==> src/rtl/ps2_pad_pkg.sv <==
// Shared constants and the response-byte selector for the PS2 pad responder.
package ps2_pad_pkg;

  typedef enum logic [1:0] {
    ST_IDLE   = 2'd0,
    ST_ACTIVE = 2'd1,
    ST_IGNORE = 2'd2
  } state_e;

  localparam logic [7:0] CMD_START = 8'h01;
  localparam logic [7:0] CMD_POLL  = 8'h42;
  localparam logic [7:0] ACK_BYTE  = 8'h5A;

  localparam logic [3:0] BYTE_HDR     = 4'd0;
  localparam logic [3:0] BYTE_ID      = 4'd1;
  localparam logic [3:0] BYTE_ACK     = 4'd2;
  localparam logic [3:0] BYTE_KEY_LO  = 4'd3;
  localparam logic [3:0] BYTE_KEY_HI  = 4'd4;
  localparam logic [3:0] BYTE_FILL    = 4'd5;
  localparam logic [3:0] BYTE_IDX_MAX = 4'd15;

  // Byte to start shifting out once byte index idx begins; buttons are active-low on the wire.
  function automatic logic [7:0] next_tx_byte(
    input logic [3:0]  idx,
    input logic        err,
    input logic [15:0] key,
    input logic [7:0]  pad_id,
    input logic [7:0]  fill
  );
    logic [7:0] v;
    v = fill;
    if (!err) begin
      case (idx)
        BYTE_ID:     v = pad_id;
        BYTE_ACK:    v = ACK_BYTE;
        BYTE_KEY_LO: v = ~key[7:0];
        BYTE_KEY_HI: v = ~key[15:8];
        default:     v = fill;
      endcase
    end
    return v;
  endfunction

endpackage

==> src/rtl/sync_edge_det.sv <==
// 2-FF synchroniser plus one history stage, producing single-cycle
// rise/fall pulses of the synchronised level.
module sync_edge_det #(
  parameter logic RST_VAL = 1'b1
) (
  input  logic i_clk,
  input  logic i_rst,
  input  logic i_async,
  output logic o_rise,
  output logic o_fall
);

  logic r_meta;
  logic r_sync;
  logic r_hist;

  always_ff @(posedge i_clk) begin
    if (i_rst) begin
      r_meta <= RST_VAL;
      r_sync <= RST_VAL;
      r_hist <= RST_VAL;
    end else begin
      r_meta <= i_async;
      r_sync <= r_meta;
      r_hist <= r_sync;
    end
  end

  assign o_rise = r_sync & ~r_hist;
  assign o_fall = ~r_sync & r_hist;

endmodule

==> src/rtl/ps2_pad_responder.sv <==
// SPI-side responder emulating a digital PS2 pad: answers the 0x01/0x42 poll
// with PAD_ID, 0x5A and two active-low button bytes, LSB first.
//
//   state     | meaning
//   ST_IDLE   | CS high, MISO parked high, waiting for CS fall
//   ST_ACTIVE | frame in progress, MOSI sampled on SCLK fall, MISO shifted on rise
//   ST_IGNORE | header byte was not 0x01, MISO high until CS rises
module ps2_pad_responder #(
  parameter logic [7:0] PAD_ID    = 8'h41,
  parameter logic [7:0] FILL_BYTE = 8'hFF
) (
  input  logic        i_clk_50m,
  input  logic        i_rst,
  input  logic [15:0] i_key_state,
  input  logic        i_spi_cs,
  input  logic        i_spi_clk,
  input  logic        i_spi_mosi,
  output logic        o_spi_miso,
  output logic        o_frame_done,
  output logic        o_cmd_err,
  output logic [7:0]  o_last_cmd
);
  import ps2_pad_pkg::*;

  logic        w_sclk_rise;
  logic        w_sclk_fall;
  logic [7:0]  w_rx_byte;
  logic [3:0]  w_next_idx;

  logic        r_cs_meta;
  logic        r_cs_s;
  logic        r_mosi_meta;
  logic        r_mosi_s;

  state_e      r_state;
  logic [7:0]  r_tx_shift;
  logic [6:0]  r_rx_shift;
  logic [15:0] r_key_q;
  logic [2:0]  r_bit_cnt;
  logic [3:0]  r_byte_idx;
  logic        r_err;
  logic        r_frame_done;
  logic        r_cmd_err;
  logic [7:0]  r_last_cmd;

  sync_edge_det #(
    .RST_VAL (1'b1)
  ) u_sclk_sync (
    .i_clk   (i_clk_50m),
    .i_rst   (i_rst),
    .i_async (i_spi_clk),
    .o_rise  (w_sclk_rise),
    .o_fall  (w_sclk_fall)
  );

  // CS and MOSI only need their level, so they skip the history stage.
  always_ff @(posedge i_clk_50m) begin
    if (i_rst) begin
      r_cs_meta   <= 1'b1;
      r_cs_s      <= 1'b1;
      r_mosi_meta <= 1'b0;
      r_mosi_s    <= 1'b0;
    end else begin
      r_cs_meta   <= i_spi_cs;
      r_cs_s      <= r_cs_meta;
      r_mosi_meta <= i_spi_mosi;
      r_mosi_s    <= r_mosi_meta;
    end
  end

  assign w_rx_byte  = {r_mosi_s, r_rx_shift};
  assign w_next_idx = (r_byte_idx == BYTE_IDX_MAX) ? r_byte_idx : r_byte_idx + 4'd1;

  always_ff @(posedge i_clk_50m) begin
    if (i_rst) begin
      r_state      <= ST_IDLE;
      r_tx_shift   <= '0;
      r_rx_shift   <= '0;
      r_key_q      <= '0;
      r_bit_cnt    <= '0;
      r_byte_idx   <= '0;
      r_err        <= 1'b0;
      r_frame_done <= 1'b0;
      r_cmd_err    <= 1'b0;
      r_last_cmd   <= '0;
    end else begin
      r_frame_done <= 1'b0;
      r_cmd_err    <= 1'b0;
      // CS high takes priority over any SCLK edge in the same cycle.
      if (r_cs_s) begin
        r_state      <= ST_IDLE;
        r_frame_done <= (r_state == ST_ACTIVE) && (r_byte_idx >= BYTE_FILL) && !r_err;
      end else begin
        case (r_state)
          ST_IDLE: begin
            r_state    <= ST_ACTIVE;
            r_tx_shift <= FILL_BYTE;
            r_key_q    <= i_key_state;
            r_bit_cnt  <= '0;
            r_byte_idx <= '0;
            r_err      <= 1'b0;
          end
          ST_ACTIVE: begin
            if (w_sclk_fall) begin
              r_rx_shift <= w_rx_byte[7:1];
              if (r_bit_cnt == 3'd7) begin
                if (r_byte_idx == BYTE_HDR && w_rx_byte != CMD_START) begin
                  r_cmd_err <= 1'b1;
                  r_state   <= ST_IGNORE;
                end else if (r_byte_idx == BYTE_ID) begin
                  r_last_cmd <= w_rx_byte;
                  if (w_rx_byte != CMD_POLL) begin
                    r_cmd_err <= 1'b1;
                    r_err     <= 1'b1;
                  end
                end
              end
            end else if (w_sclk_rise) begin
              if (r_bit_cnt != 3'd7) begin
                r_tx_shift <= {1'b1, r_tx_shift[7:1]};
                r_bit_cnt  <= r_bit_cnt + 3'd1;
              end else begin
                r_bit_cnt  <= '0;
                r_byte_idx <= w_next_idx;
                r_tx_shift <= next_tx_byte(w_next_idx, r_err, r_key_q, PAD_ID, FILL_BYTE);
              end
            end
          end
          default: begin
            r_state <= ST_IGNORE;
          end
        endcase
      end
    end
  end

  assign o_spi_miso   = (r_state == ST_ACTIVE) ? r_tx_shift[0] : 1'b1;
  assign o_frame_done = r_frame_done;
  assign o_cmd_err    = r_cmd_err;
  assign o_last_cmd   = r_last_cmd;

endmodule

==> config.mk <==
export PLATFORM = sky130hd
export DESIGN_NAME = ps2_pad_responder
export DESIGN_NICKNAME = d
export VERILOG_FILES = /design/src/rtl/ps2_pad_pkg.sv /design/src/rtl/sync_edge_det.sv /design/src/rtl/ps2_pad_responder.sv
export SDC_FILE = /design/constraint.sdc
export NUM_CORES = 1
export LEC_CHECK = 0
export BUFFER_PORTS_ARGS = -buffer_cell sky130_fd_sc_hd__buf_2
export CAP_MARGIN = 10
export CORE_AREA = 5 5 93 95
export DETAILED_ROUTE_END_ITERATION = 8
export DIE_AREA = 0 0 98 100
export PLACE_DENSITY = 0.62
export RECOVER_POWER = 25
export SLEW_MARGIN = 20
export SYNTH_ARGS = -nofsm -noshare
export SYNTH_HDL_FRONTEND = slang
export SYNTH_SLANG_ARGS = --single-unit
==> constraint.sdc <==
create_clock -name i_clk_50m -period 2.45 [get_ports i_clk_50m]
set_clock_uncertainty 0.05 [all_clocks]
set_input_delay 0 -clock i_clk_50m [delete_from_list [all_inputs] [get_ports i_clk_50m]]
set_output_delay 0 -clock i_clk_50m [all_outputs]
set_load 0.05 [all_outputs]
==> impl_metrics.json <==
{
  "clk_pin_slew_ns": 0.07,
  "synth.distinct_cells": 50,
  "antenna_cells": 0,
  "drc": 0,
  "cts_tree": "yes",
  "p_int_w": 0.00148,
  "status": "complete, no violations",
  "clock.fmax_mhz": 444,
  "drtPass1Iterations": 4,
  "cts_max_level": 3,
  "routed_wl_um": 5640,
  "end_kind": "flip-flop",
  "netlist_instances": 294,
  "yosysWarnings": 0,
  "clkPwrFrac_pct": 43.0,
  "setup-violations-final": 0,
  "grt_overflow_total": 0,
  "grtUsageTotal_pct": 12.2,
  "gp_congestion": 0.866,
  "pwr-share-comb_pct": 5.8,
  "ys_seq_elements": 58,
  "netlist_area_sq_um": 2590,
  "post-dp-hpwl_um": 3940,
  "p_per_area_nw_per_um2": 595,
  "final_cell_area_sq_um": 3220,
  "rsz0062_at_grt": "false",
  "core-area_sq_um": 7650,
  "vias": 2159,
  "netSwitchingFraction_pct": 22.6,
  "start_util_pct": 33.9,
  "fin_tns_setup_ns": 0,
  "cts-root-buf": "clkbuf_8",
  "grt_pass1_wl_um": 9870,
  "crit_type": "flip-flop to flip-flop",
  "fillers": 732,
  "critPathArrivalTime_ns": 2.44,
  "grt_max_degree": 33,
  "syn_area_per_cell_sq_um": 8.82,
  "syn_to_final_growth_pct": 24.2,
  "grt_pass1_vias": 2115,
  "die_w_um": 98,
  "synth.top_cell.area_share_pct": 44.8,
  "slew-limit-headroom_pct": 58.8,
  "yosys.area.top_type": "dfxtp_1",
  "period_minus_slack_ns": 2.25,
  "synth-seq-area-share_pct": 44.8,
  "required_ns": 2.63,
  "drive_gt1_share_pct": 17.5,
  "std_cell_rows": 32,
  "cts_sinks": 58,
  "cts_inserted_buffers": 9,
  "worstHoldPathType": "input port to flip-flop",
  "synth_nets": 321,
  "fp.dieH_um": 100,
  "crit_fanout": 10,
  "ant_nets": 0,
  "vias_per_cell": 4.80,
  "clockBufferDepth": 2,
  "drv_slew": 0,
  "placed_area_sq_um": 2850,
  "dieArea_sq_um": 9800,
  "ir_worst_vdd_mv": 0.332,
  "antenna_found_initial": 0,
  "async_reset_ff_share_pct": 0,
  "drv_cap": 0,
  "drt-initial-drc-count": 119,
  "wl_per_cell_um": 12.5,
  "yosys_most_used_dff": "dfxtp_1",
  "critPathLaunchType": "flip-flop",
  "p_leak_nw": 1.26,
  "io_pins": 32,
  "period_share_pct": 92.0,
  "synthTopCellsByArea": "dfxtp_1 45%, nand2_1 6.2%, mux2i_1 6.2%",
  "hold_violations": 0,
  "layout.nets": 371,
  "power.switching_w": 0.000433,
  "worst_skew_pair.late_latency_ns": 0.33,
  "max_slew.worst_pin.slew_ns": 0.621,
  "port_buffers": 31,
  "p_seq_share_pct": 51.2,
  "synth_edf_count": 0
}
-- cell usage after synthesis (all sizes together), types with 2 or more instances --
cell     n
o211ai   4
nand2   43
and3     2
a221oi   2
a21oi   25
o22ai    4
a41oi    2
o32ai    4
nand2b   6
or3      2
nand3    6
nor2    29
a211oi   5
nor2b    5
or4      3
clkbuf  12
nor3b    4
o31a     2
buf      6
inv      9
mux2i   16
nor3     9
ha       6
o21ai    7
dfxtp   58
o311a    2
or2      5
-- worst max-delay path: stages, from the launching register on --
cell,delay (ns)
dfxtp_1,0.45
ha_2,0.33
and4b_1,0.24
o311ai_4,0.42
o311a_1,0.30
nor2b_1,0.09
a221oi_1,0.27
-- area by class of cell --
class	instances	area (sq um)	area share, %
Timing Repair Buffer	57	385	12.0
Clock inverter	5	56.3	1.75
Clock buffer	10	128	3.96
Multi-Input combinational cell	209	1330	41.3
Tap cell	102	128	3.96
Inverter	9	33.8	1.05
Sequential cell	58	1160	36.0
-- repair_timing --
| item | 4_1_cts | 5_1_grt |
|---|---|---|
| buffers inserted | 0 | 0 |
| endpoints found under the setup margin | 0 | 3 |
| resized for setup | 0 | 2 |
| endpoints found under the hold margin | 19 | 0 |
| hold buffers | 19 | 0 |
-- final timing paths --
path                                    start       endpoint  slack (ns)  cells past startpoint
worst max-delay path            r_byte_idx[0]  r_tx_shift[5]        0.20                      6
worst min-delay path                    i_rst  o_last_cmd[0]        0.11                      2
worst max register to register  r_byte_idx[0]  r_tx_shift[5]        0.20                      6
worst min register to register      r_cs_meta         r_cs_s        0.36                      1
-- flip-flops by register name (all words and copies together), names as in the netlist --
name and count:
o_frame_done 1, o_cmd_err 1, u_sclk_sync.r_hist 1, r_cs_meta 1, r_err 1, r_cs_s 1, o_last_cmd 8, r_bit_cnt 3
r_mosi_meta 1, r_state 2, r_mosi_s 1, r_tx_shift 8, r_key_q 16, r_byte_idx 4, u_sclk_sync.r_meta 1, r_rx_shift 7
u_sclk_sync.r_sync 1
-- layer usage --
layer / up-vias / share of wire, % / track usage [%]
li1: 1138 / - / -
met4: 0 / 1.4 / 4.15
met1: 984 / 51 / 16.7
met5: - / 0 / 0
met3: 7 / 3.1 / 3.41
met2: 30 / 44 / 18.6
-- cells in the final DEF (no fill, tap or decap), types with 3 or more instances in the layout --
cell and instances:
a211oi_1 4, a21oi_1 25, buf_2 21, buf_4 7, clkbuf_1 11, clkbuf_8 9
dfxtp_1 58, dlygate4sd3_1 19, ha_1 5, inv_1 9, mux2i_1 16, nand2_1 43
nand2b_1 6, nand3_1 4, nor2_1 29, nor2b_1 5, nor3_1 8, nor3b_1 3
o211ai_1 4, o21ai_0 7, o22ai_1 4, o32ai_1 4, or2_2 5
-- cells by family after synthesis --
logic type               count (synthesis)  synth area share (%)
flip-flops                              58                  44.8
XOR/XNOR                                 2                 0.675
buffers and inverters                   27                  4.29
multiplexers                            16                  6.17
AND/OR/NAND/NOR                        119                  23.2
AO/OA/AOI/OAI                           66                  18.0
adder cells (fa/ha/maj)                  6                  2.89
-- power groups by stage --
stage / logic [W] / registers (W) / clock network [W]
final: 0.000111 / 0.000981 / 0.000824
after CTS: 0.000111 / 0.000981 / 0.000847
after global placement: 0.0000868 / 0.00100 / 0
after detailed placement: 0.0000876 / 0.00100 / 0
after global routing: 0.000124 / 0.000983 / 0.000895
after floorplan: 0.0000614 / 0.000995 / 0
-- per-stage QoR --
stage	total power (W)	std cells	utilization, %	setup slack [ns]	hold WS [ns]
floorplan	0.00106	294	-	0.238	0.0538
global placement	0.00109	416	37.3	0.283	0.141
CTS	0.00194	450	42.2	0.135	0.0896
detailed placement	0.00109	416	37.3	0.163	0.137
finish	0.00192	450	42.1	0.196	0.105
global route	0.00200	450	42.1	0.0182	0.121
(Power assumes the default switching activity.)
